## src/rtl/nec_prefetch_pkg.sv

```systemverilog
// nec_prefetch_pkg: shared types and constants for the prefetch queue and nec_decode
package nec_prefetch_pkg;
  localparam int IPQ_DEPTH = 8;
  typedef enum logic [1:0] {IDLE, REQ, WAIT_DATA, DISCARD} prefetch_state_e;
  function automatic logic [19:0] phys_addr(input logic [15:0] seg, input logic [15:0] off);
    return {seg, 4'h0} + {4'h0, off};
  endfunction
endpackage

```

## src/rtl/nec_prefetch.sv

```systemverilog
// nec_prefetch: instruction prefetch queue, fetches code at ps:fetch_pc into an 8-byte ring
// Ports: clk/reset_n (async low)/ce; ps, flush, flush_pc, consume_pc from the decoder;
//   ipq (ring, entry k = byte with address low bits k), ipq_len (valid bytes from consume_pc);
//   bus_req/bus_addr/bus_ack/bus_rdata/bus_rvalid, one outstanding read at a time.
// Option: NEC_PREFETCH_BYTE_BUS_EN selects an 8-bit bus (one byte per fetch from bus_rdata[7:0]).
module nec_prefetch
  import nec_prefetch_pkg::*;
#(
  parameter int QUEUE_LIMIT = 6
) (
  input  logic                       clk,
  input  logic                       reset_n,
  input  logic                       ce,
  input  logic [15:0]                ps,
  input  logic                       flush,
  input  logic [15:0]                flush_pc,
  input  logic [15:0]                consume_pc,
  output logic [IPQ_DEPTH-1:0][7:0]  ipq,
  output logic [3:0]                 ipq_len,
  output logic                       bus_req,
  output logic [19:0]                bus_addr,
  input  logic                       bus_ack,
  input  logic [15:0]                bus_rdata,
  input  logic                       bus_rvalid
);
  localparam logic [4:0] LIMIT = 5'(QUEUE_LIMIT);
  prefetch_state_e state_q, state_d;
  logic [15:0] fetch_pc_q, fetch_pc_d;
  logic primed_q, primed_d, drop_q, drop_d, req_q, req_d;
  logic [19:0] addr_q, addr_d;
  logic [IPQ_DEPTH-1:0][7:0] ipq_q, ipq_d;
  logic [1:0] w;
  logic [2:0] idx, idx1;
  logic [7:0] lo;
  logic room;
`ifdef NEC_PREFETCH_BYTE_BUS_EN
  assign w  = 2'd1;
  assign lo = bus_rdata[7:0];
`else
  // an odd address returns its byte on the high lane of the word
  assign w  = fetch_pc_q[0] ? 2'd1 : 2'd2;
  assign lo = fetch_pc_q[0] ? bus_rdata[15:8] : bus_rdata[7:0];
`endif
  assign idx      = fetch_pc_q[2:0];
  assign idx1     = idx + 3'd1;
  assign ipq_len  = primed_q ? 4'(fetch_pc_q - consume_pc) : 4'd0;
  assign room     = ({1'b0, ipq_len} + {3'b0, w}) <= LIMIT;
  assign ipq      = ipq_q;
  assign bus_req  = req_q;
  assign bus_addr = addr_q;
  always_comb begin
    state_d    = state_q;
    fetch_pc_d = fetch_pc_q;
    primed_d   = primed_q;
    drop_d     = drop_q;
    req_d      = req_q;
    addr_d     = addr_q;
    ipq_d      = ipq_q;
    case (state_q)
      IDLE: if (primed_q && room) begin
        req_d   = 1'b1;
        addr_d  = phys_addr(ps, fetch_pc_q);
        state_d = REQ;
      end
      REQ: if (bus_ack) begin
        req_d   = 1'b0;
        drop_d  = 1'b0;
        state_d = drop_q ? DISCARD : WAIT_DATA;
      end
      WAIT_DATA: if (bus_rvalid) begin
        ipq_d[idx] = lo;
        if (w == 2'd2) ipq_d[idx1] = bus_rdata[15:8];
        fetch_pc_d = fetch_pc_q + {14'd0, w};
        state_d    = IDLE;
      end
      DISCARD: if (bus_rvalid) state_d = IDLE;
      default: ;
    endcase
    // a flush while the request is still unacked keeps the handshake alive and
    // marks the eventual data for discard
    if (flush) begin
      fetch_pc_d = flush_pc;
      primed_d   = 1'b1;
      ipq_d      = ipq_q;
      if (state_q == IDLE) begin
        state_d = IDLE;
        req_d   = 1'b0;
      end
      if (state_q == REQ) begin
        state_d = bus_ack ? DISCARD : REQ;
        drop_d  = !bus_ack;
      end
      if (state_q == WAIT_DATA) state_d = bus_rvalid ? IDLE : DISCARD;
    end
  end
  always_ff @(posedge clk or negedge reset_n) begin
    if (!reset_n) begin
      state_q    <= IDLE;
      fetch_pc_q <= '0;
      primed_q   <= 1'b0;
      drop_q     <= 1'b0;
      req_q      <= 1'b0;
      addr_q     <= '0;
      ipq_q      <= '0;
    end else if (ce) begin
      state_q    <= state_d;
      fetch_pc_q <= fetch_pc_d;
      primed_q   <= primed_d;
      drop_q     <= drop_d;
      req_q      <= req_d;
      addr_q     <= addr_d;
      ipq_q      <= ipq_d;
    end
  end
endmodule

```

## config.mk

```make
export PLATFORM = sky130hd
export DESIGN_NAME = nec_prefetch
export DESIGN_NICKNAME = d
export VERILOG_FILES = /design/src/rtl/nec_prefetch_pkg.sv /design/src/rtl/nec_prefetch.sv
export SDC_FILE = /design/constraint.sdc
export NUM_CORES = 1
export LEC_CHECK = 0
export CORE_MARGIN = 2
export CORE_UTILIZATION = 35
export DETAILED_ROUTE_END_ITERATION = 8
export PLACE_DENSITY_LB_ADDON = 0.15
export SLEW_MARGIN = 40
export SYNTH_ARGS = -nofsm -noshare
export SYNTH_HDL_FRONTEND = slang
export SYNTH_SLANG_ARGS = --single-unit
```

## constraint.sdc

```tcl
create_clock -name clk -period 5.15 [get_ports clk]
set_input_delay 0.515 -clock clk [delete_from_list [all_inputs] [get_ports clk]]
set_output_delay 0.515 -clock clk [all_outputs]
set_load 0.03 [all_outputs]
```

### Word-level counts from Yosys, hierarchy flattened

Cells that the tools add are included.
Widths: inputs -> output; s select.

* mux-type cells: 33
* magnitude comparators: 5
* $add $sub $neg: 5
* eq/ne operators: 4
* reductions and logical operators: 12
* bitwise operators: 1

Operator list (number)
* $bwmux 64: 2
* $mux 64: 1
* $demux 8 s3: 2
* $mux 16: 3
* $mux 8: 3
* $add 20x16->20: 1
* $mux 2: 10
* $add 16x2->16: 1
* $mux 1: 9
* $lt 3x4->1 const B: 2
* $eq 2x2->1 const B: 3
* $ge 3x1->1 const B: 2
* $pmux 2 s3: 1
* $reduce_and 3->1: 2
* $add 4x2->5: 1
* $le 5x3->1 const B: 1
* $mux 4: 1
* $reduce_and 4->1: 1
* $reduce_bool 2->1: 2
* $sub 4x4->4: 1
* $add 3x1->3 const B: 1
* $logic_and 1x1->1: 3
* $eq 2x1->1 const B: 1
* $logic_not 2->1: 1
* 5 further kinds: 5

* logic and storage cells: 74
* input bits: 70
* register bits: 105
* output and inout port bits: 89

### Depth between registers and ports, before layout

* word-level depth: 11
* depth in mapped cells: 14
* depth with buffers taken out: 12

### Least setup slack after synthesis

No wires, ideal clock.

* kind: reg2reg
* start: register fetch_pc_q[0]
* end: register addr_q[16] (netlist: bus_addr[16])
* required time: 5.023 ns
* path buffers: 2
* setup time: 0.127 ns
* arrival: 3.463 ns
* stages on the path, launching flop included: 14
* clock period less this slack: 3.590 ns
* setup slack: 1.560 ns
* cells stage by stage: dfrtp_1 clkbuf_1 inv_1 ha_1 inv_1 fa_1 and2_1 ha_1 and3b_1 o211ai_1 nand3_1 a211oi_4 buf_6 mux2_1

* cells in the longest elaborated chain, start to end: 6
* elaborated cells between the ends (all ways): 8
* those cells by class: 3 x add/sub; 1 x order compare; 2 x mux; 2 x reduce/logical

Ends and longest elaborated chain
* start, declared: RTL line nec_prefetch.sv:28 `logic [15:0] fetch_pc_q, fetch_pc_d;`
* start signal, assigned: RTL line nec_prefetch.sv:107 `fetch_pc_q <= fetch_pc_d;`
* $sub 4x4->4: RTL line nec_prefetch.sv:46 `assign ipq_len = primed_q ? 4'(fetch_pc_q - consume_pc) : 4'd0;`
* $mux 4: RTL line nec_prefetch.sv:46
* named net ipq_len[1]: RTL line nec_prefetch.sv:19 `output logic [3:0] ipq_len,`
* $add 4x2->5: RTL line nec_prefetch.sv:47 `assign room = ({1'b0, ipq_len} + {3'b0, w}) <= LIMIT;`
* $le 5x3->1: RTL line nec_prefetch.sv:47
* $logic_and 1x1->1: RTL line nec_prefetch.sv:60 `IDLE: if (primed_q && room) begin`
* $reduce_and 3->1 (no line)
* end signal, assigned: RTL line nec_prefetch.sv:111 `addr_q <= addr_d;`
* end, declared: RTL line nec_prefetch.sv:30 `logic [19:0] addr_q, addr_d;`

The timed path passes the listed nets, and every way through them passes these cells.
A chain may end at the register's enable or synchronous reset.

### Worst setup path in the final report

* start: register fetch_pc_q[0]
* end: register addr_q[2] (netlist: bus_addr[2])

* cells in the longest elaborated chain, start to end: 6
* elaborated cells between the ends (all ways): 8
* those cells by class: 3 x add/sub; 1 x order compare; 2 x mux; 2 x reduce/logical

Ends and longest elaborated chain (RTL line)
* $sub 4x4->4: nec_prefetch.sv:46
* $mux 4: nec_prefetch.sv:46
* $add 4x2->5: nec_prefetch.sv:47
* $le 5x3->1: nec_prefetch.sv:47
* $logic_and 1x1->1: nec_prefetch.sv:60
* $reduce_and 3->1 (no line)

Several ways; a longest one is shown, not always the timed one.

==> results_dict.tcl <==
set metrics [dict create \
    cts_repair_resize_count 0 \
    yosysSeqAreaShare_pct 48.77 \
    rows 45 \
    cts_tree "built" \
    drv_cap 0 \
    ir_worst_vdd_v 0.0002749 \
    cp.required_ps 5390 \
    synthDistinctLibCells 55 \
    cts_buffer_depth 2 \
    worstSetupEndpointType "flop" \
    critPathMaxFanout 24 \
    grt_busiest_layer "met2" \
    clk_latency_ps 350 \
    fillers 1388 \
    grt_max_degree 65 \
    num_vias 4257 \
    worst_pin_slew_ps 836.2 \
    min_period_ps 3734 \
    cts_root_buf "clkbuf_16" \
    synth_nets 585 \
    synth_ff_type "dfrtp_1" \
    cpMaxStageDelayCell "fa_1" \
    synth.most_common_cell "dfrtp_1" \
    initial_utilization_pct 35.57 \
    crit_arrival_ps 3970 \
    synth_edf_count 0 \
    dp_hpwl_um 10300 \
    cts_buffers 9 \
    gr-total-overflow 0 \
    slew_headroom_pct 44.14 \
    synth.avg_cell_area_um2 10.91 \
    finClkSkew_ps 6.980 \
    path_class "reg -> reg" \
    grt_use_met1_pct 21.59 \
    grt_pass1_vias 4251 \
    yosysTopAreaCellShare_pct 48.77 \
    timing.hold.ws_ps 135.6 \
    antenna_found_initial 0 \
    synth_top_area_cell "dfrtp_1" \
    drt-total-wl_um 14020 \
    crit_path_start_kind "flop" \
    synthTopCellsByArea "dfrtp_1 49%, mux2_2 10%, ha_1 4.2%" \
    slew_viol_final 0 \
    finalHoldViolCount 0 \
    die_area_mm2 0.01640 \
    ys_ff_latch 105 \
    yosysWarnings 0 \
    status "completed" \
    power_per_cell_area_mw_per_mm2 527.8 \
    core_area_mm2 0.01515 \
    area.growth.synth_to_final_pct 36.04 \
    cts_setup_buffers 0 \
    drive_above_1_share_pct 13.91 \
    grtUsageMet3_pct 5.801 \
    io_buffers 146 \
    gp_congestion 0.8807 \
    htree_levels 3 \
    fp.dieW_um 128.1 \
    vias_per_cell 5.141 \
    nets 726 \
    track_usage_pct 17.24 \
    synth_commonest_cells "105 x dfrtp_1, 48 x mux2_2, 43 x nor2_1, 39 x a21oi_1, 32 x nand2_1" \
    critical_path_buf_inv_count 4 \
    grt_pass1_wl_um 21850 \
    power.leakage_uw 0.003204 \
    cp_top_family "adder cells" \
    numClockSinks 105 \
    grtUsageMet2_pct 27.71 \
    cts_hold_buf 0 \
    clk_pin_slew_ps 80 \
    wl_per_cell_um 16.93 \
    drcViolationCount 0 \
    rsz0062_at_grt "no" \
    critical_path.cell_chain "buf_4, inv_1, ha_1, inv_1, fa_1, and2_1, ha_1, and3b_1, o211ai_1, nand3_1, a211oi_4, buf_4, mux2_2" \
    drtIter0Drc 208 \
    tns_ps 0 \
    io_pins 159 \
    fin_crit_sh_pct 72.50 \
    synthCells 494 \
    fp.dieH_um 128.1 \
    synthArstFlopShare_pct 100.0 \
    max_stage_delay_ps 480 \
    first_pass_iters 4 \
    diodes 0 \
    setup_viol 0 \
    drtAntennaViolNets 0 \
    hp-class "in -> async" \
    clock.fmax_mhz 267.8 \
    synth_area_mm2 0.005388 \
]
[flip-flops by register name, summed over array words and instances, names as in the netlist, named ones only]
| register | count |
|---|---|
| primed_q | 1 |
| fetch_pc_q | 16 |
| bus_req | 1 |
| ipq | 64 |
| state_q | 1 |
| bus_addr | 20 |
[worst register-to-register path, cell delays in order, from the launching register on]
cell,delay (ps)
dfrtp_1,360
buf_4,200
inv_1,280
ha_1,230
inv_1,60
fa_1,480
and2_1,210
ha_1,250
and3b_1,160
o211ai_1,210
nand3_1,180
a211oi_4,250
buf_4,360
mux2_2,390
[final cells by class]
| cell class | instances | area [um2] | area share (%) |
|---|---|---|---|
| inverter | 13 | 48.80 | 0.6658 |
| timing repair buffer | 151 | 1500 | 20.47 |
| multi-input combinational | 355 | 2634 | 35.93 |
| clock inverter | 7 | 58.81 | 0.8023 |
| sequential | 105 | 2628 | 35.85 |
| tap | 188 | 235.2 | 3.209 |
| clock buffer | 9 | 225.2 | 3.073 |
[layout by cell type (no fill, tap or decap), drive strengths merged, types with 4 or more instances in the layout]
cell type	count
nor2	43
o22ai	8
xor2	8
mux2	59
a21oi	39
ha	18
and2	4
a31oi	4
clkdlybuf4s50	145
nand3	11
xnor2	7
mux2i	13
o211ai	7
a21o	6
o21ai	29
dfrtp	105
nand2	32
clkbuf	9
nor3b	6
a211oi	6
nor3	13
a22oi	4
buf	6
inv	18
[final timing paths]
check	startpoint	to	slack [ps]	cells after the start
setup / recovery	fetch_pc_q[0]$_DFFE_PN0P_	bus_addr[2]$_DFFE_PN0P_	1420	13
max in group asynchronous	reset_n	fetch_pc_q[14]$_DFFE_PN0P_	4030	2
hold reg to reg	ipq[3]$_DFFE_PN0P_	ipq[3]$_DFFE_PN0P_	490	2
hold / removal	reset_n	ipq[24]$_DFFE_PN0P_	140	1
setup reg to reg	fetch_pc_q[0]$_DFFE_PN0P_	bus_addr[2]$_DFFE_PN0P_	1420	13
min in group clk	ipq[3]$_DFFE_PN0P_	ipq[3]$_DFFE_PN0P_	490	2
[power breakdown]
part | leakage [uW] | switching [uW] | total (uW) | internal (uW)
registers | 0.00136 | 202 | 1310 | 1100
logic | 0.00170 | 1020 | 1890 | 863
clock network | 0.000139 | 336 | 674 | 338
[logic make-up (layout without fill, tap and decap cells)]
family / after synthesis / after routing / share of synthesized area, %
compound gates: 119 / 119 / 13.73
mux: 72 / 72 / 15.44
fa+ha+maj: 21 / 21 / 5.295
buf+inv: 34 / 180 / 2.880
flops: 105 / 105 / 48.77
xor+xnor: 15 / 15 / 2.578
simple gates: 128 / 128 / 11.31
[layer usage]
metal	wire (um)	vias up	share of wire [%]
met5	0	-	0
met4	246	0	1.8
met3	1031	16	7.4
met2	6726	107	48
met1	6016	2068	43
li1	-	2066	-
[stage by stage]
| stage | cells | area [um2] | power (uW) | util (%) | worst slack (ps) |
|---|---|---|---|---|---|
| finish | 828 | 7330 | 3868 | 48.39 | 1416 |
| global route | 828 | 7330 | 4095 | 48.39 | 1160 |
| CTS | 828 | 7326 | 3915 | 48.37 | 1382 |
| detailed placement | 812 | 7042 | 3222 | 46.49 | 1301 |
| global placement | 812 | 7023 | 3180 | 46.37 | 1360 |
| floorplan | 494 | 5388 | 2461 | - | 1560 |
Power figures use the tool's default switching activity.
